**src/rtl/unidade_controle_pkg.sv**
```systemverilog
// Shared definitions for the sequence control unit: state codes, Moore output
// bundle with its decoder, and the default timeout.
package unidade_controle_pkg;

  localparam int TIMEOUT_CICLOS_PADRAO = 1000;

  typedef enum logic [3:0] {
    INICIAL     = 4'h0,
    PREPARACAO  = 4'h1,
    ESPERA      = 4'h2,
    REGISTRA    = 4'h3,
    COMPARA     = 4'h4,
    PROXIMO     = 4'h5,
    FIM_ACERTO  = 4'hA,
    FIM_TIMEOUT = 4'hD,
    FIM_ERRO    = 4'hE
  } estado_t;

  typedef struct packed {
    logic zera_n;
    logic conta;
    logic registra;
    logic pronto;
    logic acertou;
    logic errou;
    logic timeout;
  } saidas_t;

  // A 1-cycle timeout still needs a 1-bit counter.
  function automatic int largura(input int n);
    return (n <= 2) ? 1 : $clog2(n);
  endfunction

  // The counter is held (zera_n=1) in the end states so its final value stays visible.
  function automatic saidas_t decodifica(input estado_t e);
    saidas_t s;
    s        = '0;
    s.zera_n = 1'b1;
    case (e)
      INICIAL, PREPARACAO: s.zera_n = 1'b0;
      ESPERA, COMPARA:     ;
      REGISTRA:            s.registra = 1'b1;
      PROXIMO:             s.conta = 1'b1;
      FIM_ACERTO:          begin s.pronto = 1'b1; s.acertou = 1'b1; end
      FIM_ERRO:            begin s.pronto = 1'b1; s.errou = 1'b1; end
      FIM_TIMEOUT:         begin s.pronto = 1'b1; s.timeout = 1'b1; end
      default:             s.zera_n = 1'b0;
    endcase
    return s;
  endfunction

endpackage

```
**src/rtl/unidade_controle_sequencia_contador_timeout.sv**
```systemverilog
// Saturating up-counter used as the ESPERA timeout; fim flags the last allowed cycle.
module contador_timeout
  import unidade_controle_pkg::*;
#(
  parameter int MODULO = TIMEOUT_CICLOS_PADRAO
) (
  input  logic clock,
  input  logic reset_n,
  input  logic limpa,
  input  logic habilita,
  output logic fim
);

  localparam int W = largura(MODULO);
  localparam logic [W-1:0] ULTIMO = W'(MODULO - 1);

  logic [W-1:0] valor;

  // Saturates at the last value instead of wrapping.
  always_ff @(posedge clock or negedge reset_n) begin
    if (!reset_n) begin
      valor <= '0;
    end else if (limpa) begin
      valor <= '0;
    end else if (habilita && (valor != ULTIMO)) begin
      valor <= valor + 1'b1;
    end
  end

  assign fim = (valor == ULTIMO);

endmodule

```
**src/rtl/unidade_controle_sequencia.sv**
```systemverilog
// Moore controller that walks a 74163-style position counter through a
// user-entered sequence, with a per-entry timeout.
//
// state       | meaning
// INICIAL     | idle, counter held clear
// PREPARACAO  | clear counter for a new sequence
// ESPERA      | wait for jogada, timer running
// REGISTRA    | load datapath input register
// COMPARA     | evaluate igual / fim
// PROXIMO     | advance position counter
// FIM_ACERTO  | whole sequence matched
// FIM_TIMEOUT | no jogada in time
// FIM_ERRO    | mismatch
module unidade_controle_sequencia
  import unidade_controle_pkg::*;
#(
  parameter int TIMEOUT_CICLOS = TIMEOUT_CICLOS_PADRAO
) (
  input  logic       clock,
  input  logic       reset_n,
  input  logic       iniciar,
  input  logic       jogada,
  input  logic       igual,
  input  logic       fim,
  output logic       zera_n,
  output logic       conta,
  output logic       registra,
  output logic       pronto,
  output logic       acertou,
  output logic       errou,
  output logic       timeout,
  output logic [3:0] db_estado
);

  estado_t estado;
  estado_t estado_prox;
  saidas_t saidas;
  logic    em_espera;
  logic    tempo_esgotado;

  assign em_espera = (estado == ESPERA);

  contador_timeout #(.MODULO(TIMEOUT_CICLOS)) u_timer (
    .clock   (clock),
    .reset_n (reset_n),
    .limpa   (!em_espera),
    .habilita(em_espera),
    .fim     (tempo_esgotado)
  );

  always_comb begin
    estado_prox = INICIAL;
    case (estado)
      INICIAL:     estado_prox = iniciar ? PREPARACAO : INICIAL;
      PREPARACAO:  estado_prox = ESPERA;
      ESPERA: begin
        // A jogada in the last allowed cycle still counts.
        if (jogada)              estado_prox = REGISTRA;
        else if (tempo_esgotado) estado_prox = FIM_TIMEOUT;
        else                     estado_prox = ESPERA;
      end
      REGISTRA:    estado_prox = COMPARA;
      COMPARA: begin
        if (!igual)   estado_prox = FIM_ERRO;
        else if (fim) estado_prox = FIM_ACERTO;
        else          estado_prox = PROXIMO;
      end
      PROXIMO:     estado_prox = ESPERA;
      FIM_ACERTO,
      FIM_ERRO,
      FIM_TIMEOUT: estado_prox = iniciar ? PREPARACAO : estado;
      default:     estado_prox = INICIAL;
    endcase
  end

  // Outputs are registered from the next state so they line up with the state register.
  always_ff @(posedge clock or negedge reset_n) begin
    if (!reset_n) begin
      estado <= INICIAL;
      saidas <= decodifica(INICIAL);
    end else begin
      estado <= estado_prox;
      saidas <= decodifica(estado_prox);
    end
  end

  assign zera_n    = saidas.zera_n;
  assign conta     = saidas.conta;
  assign registra  = saidas.registra;
  assign pronto    = saidas.pronto;
  assign acertou   = saidas.acertou;
  assign errou     = saidas.errou;
  assign timeout   = saidas.timeout;
  assign db_estado = estado;

endmodule
```
**config.mk**
```make
export PLATFORM = sky130hd
export DESIGN_NAME = unidade_controle_sequencia
export DESIGN_NICKNAME = d
export VERILOG_FILES = /design/src/rtl/unidade_controle_pkg.sv /design/src/rtl/unidade_controle_sequencia_contador_timeout.sv /design/src/rtl/unidade_controle_sequencia.sv
export SDC_FILE = /design/constraint.sdc
export NUM_CORES = 1
export LEC_CHECK = 0
export CORE_MARGIN = 2
export CORE_UTILIZATION = 42
export DETAILED_ROUTE_END_ITERATION = 16
export DONT_BUFFER_PORTS = 1
export GPL_TIMING_DRIVEN = 0
export SLEW_MARGIN = 5
export SYNTH_ARGS = -nofsm -noshare
export SYNTH_HDL_FRONTEND = slang
export SYNTH_SLANG_ARGS = --single-unit
```
**constraint.sdc**
```tcl
create_clock -name clock -period 1.68 [get_ports clock]
set_input_delay 0.336 -clock clock [delete_from_list [all_inputs] [get_ports clock]]
set_output_delay 0.336 -clock clock [all_outputs]
set_load 0.05 [all_outputs]
```
* Yosys cells after proc, flatten, opt, wreduce, memory -nomap -nowiden
Cells that the tools add are included.
Word-level totals: output and inout port bits 11, register bits after elaboration 21
Cells by class: eq/ne operators 18, reduce and logical (&&, ||, !) cells 6, multiplexer cells 16, $add $sub $neg 1
Operator list (count):
- 4-bit == test (second input constant) | 6
- 4-bit one-hot mux with 6 select lines | 1
- 10-bit two-way mux | 2
- 4-bit two-way mux | 5
- 4-bit by 2-bit == test with 1-bit output (second input constant) | 4
- 4-bit by 3-bit == test with 1-bit output (second input constant) | 4
- 10-bit by 1-bit adder with 10-bit output (second input constant) | 1
- 10-bit == test (second input constant) | 1
- 10-bit != test (second input constant) | 1
- 1-bit two-way mux | 8
- 7-bit OR reduction | 1
- 3-bit OR reduction | 2
- 4-bit by 1-bit == test with 1-bit output (second input constant) | 1
- 4-bit logical NOT | 1
- 2-bit != test (second input constant) | 1
- 2-bit OR reduction | 1
- 1-bit logical AND | 1

* Depth between registers and ports, before layout
depth in word-level cells 7, mapped depth 5, gate-level depth less buffers 5

* By module
Synthesis repeated with hierarchy kept, for this count alone.
Unflattened totals: cell total of the unflattened synthesis 104, area total of the unflattened synthesis 1084.8 um2
Modules (own cells, without submodules):
- contador_timeout | cells an instance 58, area an instance 544.3 um2, instances 1
- unidade_controle_sequencia | cells an instance 46, area an instance 540.5 um2, instances 1

* Worst setup path after synthesis
Ideal clock, no wire load.
kind flip-flop to flip-flop, start point register estado[0] (netlist: db_estado[0]), end point register saidas, in the netlist acertou, stages on the path, launching flop included 6, clock period less this slack 1795 ps, arrival time 1661 ps, required time 1546 ps, setup slack -115 ps, cells stage by stage dfrtp_1 > buf_4 > or4b_4 > a21oi_1 > a311oi_1 > nor2b_1
On the way: cells in the longest elaborated chain, start to end 5, elaborated cells on any way between the ends 15, classes of those cells eq/ne: 9; mux: 3; reduce/logical: 3
RTL lines:
- start: declaration | RTL line unidade_controle_sequencia.sv:35 | estado_t estado;
- start signal: assignment | RTL line unidade_controle_sequencia.sv:82 | estado <= estado_prox;
- 4-bit == test, or another cell as far along | RTL line unidade_controle_sequencia.sv:53 | case (estado)
- 3-bit OR reduction or 2-bit OR reduction (tied branches)
- 4-bit one-hot mux with 6 select lines * | RTL line unidade_controle_sequencia.sv:53
- 4-bit == test * | RTL line unidade_controle_pkg.sv:39 | case (e)
- 1-bit two-way mux * | RTL line unidade_controle_pkg.sv:39
- end signal: assignment | RTL line unidade_controle_sequencia.sv:80 | saidas <= decodifica(INICIAL);
- end signal: assignment | RTL line unidade_controle_sequencia.sv:83 | saidas <= decodifica(estado_prox);
- end: declaration | RTL line unidade_controle_sequencia.sv:37 | saidas_t saidas;
Mark *: on every way between the ends. The rest lies on a longest branch, timed or not. A chain may end at the register's enable or synchronous reset.

* Worst setup path after layout
start point register estado[3] (netlist: db_estado[3]), end point register saidas, in the netlist timeout
On the way: cells in the longest elaborated chain, start to end 5, elaborated cells on any way between the ends 15, classes of those cells eq/ne: 9; mux: 3; reduce/logical: 3
RTL lines:
- 4-bit == test, or another cell as far along | RTL line unidade_controle_sequencia.sv:53
- 3-bit OR reduction or 2-bit OR reduction (tied branches)
- 4-bit one-hot mux with 6 select lines * | RTL line unidade_controle_sequencia.sv:53
- via estado_prox[0] | RTL line unidade_controle_sequencia.sv:36 | estado_t estado_prox;
- 4-bit == test * | RTL line unidade_controle_pkg.sv:39
- 1-bit two-way mux * | RTL line unidade_controle_pkg.sv:39
The timed path passes the listed nets; every way through them passes the cells marked *.

==> impl_metrics.yaml <==
status:
  status: "finished with violations"
  violations: "negative setup slack"
synth:
  synthXorXnorAreaFrac: 0.0594
  ys_warn_count: 0
  synth-simple-area-share: 0.262
  synth_nets: 107
  synthMuxAreaShare: 0.0194
  synth_cell_types: 32
  syn_avg_cell_area_um2: 10.3
  async_flop_share: 1.00
  synth_area_um2: 1030
  synth_edf_count: 0
  ys_seq_area_frac: 0.509
  postSynthCellCount: 100
  synthAdderAreaFrac: 0.0121
  ys_ff_latch: 21
  synth_top_family_by_area: "simple AND/OR/NAND/NOR gates"
  synth_flop_cell: "dfrtp_1"
  synth_compound_area_frac: 0.108
placement:
  hpwl_um: 1390
  place_area_um2: 1080
  routabilityCongestion: 0.697
  portBuffers: 0
cts:
  cts_made_buffers: 3
  root_buffer: "clkbuf_4"
  ctsLongestPathBuffers: 2
  cts_sinks: 21
  path_clk_slew_ns: 0.10
  insertion_delay_ns: 0.29
  tritoncts: "done"
  ctsHtreeMaxLevel: 1
setup_path:
  crit_start: "db_estado[3]"
  path_max_fanout: 3
  cp_data_required_time_ns: 1.91
  cp-end-kind: "flip-flop"
  setup.worst_path.class: "flip-flop to flip-flop"
  rrSetupSlack_ns: -0.11
  reg2reg_to: "timeout"
  r2r_start: "db_estado[3]"
  r2r_cells: 5
  worstPathArrival_ns: 2.02
  cp-start-kind: "flip-flop"
timing:
  timing.final.max_slew_violations: 0
  hold_violations: 0
  fmax_mhz: 559
  min_period_ns: 1.79
  holdWs_ns: 0.191
  worst_pin_slew_ns: 0.912
  rsz0062_at_grt: "yes"
  setup_ws_ns: -0.109
  min_period_over_period: 1.07
  setup-violations-final: 4
  clock_skew_ns: 0.00157
  worst_slew_margin_rel: 0.390
global_routing:
  first_global_vias: 781
  antenna_found_initial: 0
  grt_max_degree: 22
  globalRouteOverflowTotal: 0
  grt_pass1_wl_um: 3530
  grtUsageTotal: 0.173
power:
  ir_drop_mv: 1.20
  p_leak_nw: 0.530
  p_per_area_nw_per_um2: 1590
detailed_routing:
  antenna_left: 0
  vias_per_cell: 5.72
  first_iter_violations: 19
  vias: 795
  drt_wl_total_um: 2270
  first_pass_iters: 4
  drc: 0
  post_drt_wl_per_cell_um: 16.3
layout:
  fin_nets: 119
  drive_gt1_frac: 0.315
  stdcell_area_um2: 1270
  area_growth_pct: 22.9
  antenna_cells: 0
worst_hold_path:
  hp-class: "input port to flip-flop"
  hold_path_depth: 1
  hold_path_end: "registra"
  worstHoldStart: "jogada"
flow_run:
  maxCapViolCount: 0
floorplan:
  row_count: 17
  die_w_um: 53.6
  fp.dieArea_um2: 2870
  initial_core_util: 0.454
  die_height_um: 53.6
  coreArea_um2: 2280
  num_io_pins: 17
==> area by class of cell <==
class                           count  area [um2]
Multi-Input combinational cell     74         559
Clock buffer                        4        26.3
Inverter                            1        3.75
Timing Repair Buffer                7        75.1
Buffer                              4        38.8
Tap cell                           28        35.0
Fill cell                         196        1010
Sequential cell                    21         531
==> cells in the mapped netlist, drive strengths merged (2+ instances only) <==
| cell type | n | share of area |
|---|---|---|
| a21oi | 5 | 0.024 |
| buf | 3 | 0.023 |
| dfrtp | 21 | 0.51 |
| mux2i | 2 | 0.019 |
| nand2 | 9 | 0.033 |
| nand2b | 4 | 0.024 |
| nand3 | 4 | 0.019 |
| nor2 | 13 | 0.047 |
| nor2b | 4 | 0.024 |
| nor3 | 6 | 0.029 |
| o21ai | 3 | 0.015 |
| or3 | 3 | 0.018 |
| xnor2 | 5 | 0.042 |
| xor2 | 2 | 0.017 |
==> metrics by stage <==
step	power, mW	setup TNS [ns]	std cells	worst slack, ns	utilization
2_1_floorplan	1.34	-0.0130	100	-0.0124	-
3_3_place_gp	1.43	-0.414	128	-0.118	0.474
3_5_place_dp	1.45	-0.493	128	-0.153	0.474
4_1_cts	1.83	-0.286	137	-0.112	0.524
5_1_grt	2.14	-0.502	139	-0.151	0.557
6_report	2.01	-0.274	139	-0.109	0.557
==> worst max path at each step <==
stage / end / slack, ns / cells past startpoint
2_1_floorplan: timeout / -0.01 / 5
3_3_place_gp: acertou / -0.12 / 5
3_5_place_dp: errou / -0.15 / 5
4_1_cts: timeout / -0.11 / 5
5_1_grt: timeout / -0.15 / 5
6_report: timeout / -0.11 / 5
==> worst max-delay path, cell delays in order (launching register included) <==
cell and delay [ns]:
dfrtp_2 0.53, buf_6 0.16, or4b_4 0.57, o22ai_2 0.16
a221o_2 0.16, a21boi_2 0.15
==> power breakdown <==
part	switching, mW	internal, mW	total, mW
Combinational	0.426	0.426	0.852
Clock	0.139	0.0924	0.231
Sequential	0.333	0.598	0.931
Total	0.898	1.12	2.01
==> cell families (layout without fill, tap and decap cells) <==
kind of cell | count (synthesis) | after routing
AOI/OAI and AO/OA | 15 | 15
xor gates and xnor gates | 7 | 7
and+or+nand+nor | 49 | 49
DFF | 21 | 21
buffers and inverters | 5 | 16
muxes | 2 | 2
adders and majority gates | 1 | 1
==> flip-flops by register name, summed over array words and instances, names as in the netlist <==
| name | cells |
|---|---|
| errou | 1 |
| zera_n | 1 |
| db_estado | 4 |
| pronto | 1 |
| timeout | 1 |
| acertou | 1 |
| conta | 1 |
| u_timer.valor | 10 |
| registra | 1 |
==> cells in the final DEF, fill, tap and decap left out, types with 2 or more instances in the layout <==
master / instances
clkbuf_4: 3
xor2_1: 2
o21ai_0: 3
nand3_1: 4
mux2i_1: 2
nand2_1: 8
nor2b_1: 3
dfrtp_1: 17
nor2_1: 12
xnor2_1: 4
nor3_1: 4
a21oi_1: 3
dfrtp_2: 4
buf_6: 5
nand2b_1: 3
buf_4: 3
or3_1: 3
==> routing by layer <==
metal	wire, um	share of wire	global-route usage
met1	1050	0.46	0.224
met2	1050	0.46	0.270
met3	135	0.059	0.0667
met4	32	0.014	0.0470
met5	0	0	0
==> repair_timing <==
item	4_1_cts	5_1_grt
pin swaps	2	8
gates resized for setup	9	12
buffers inserted	4	2
endpoints found under the hold margin	21	0
setup endpoints to repair	5	18
hold buffers	1	0
(Power assumes the default switching activity.)
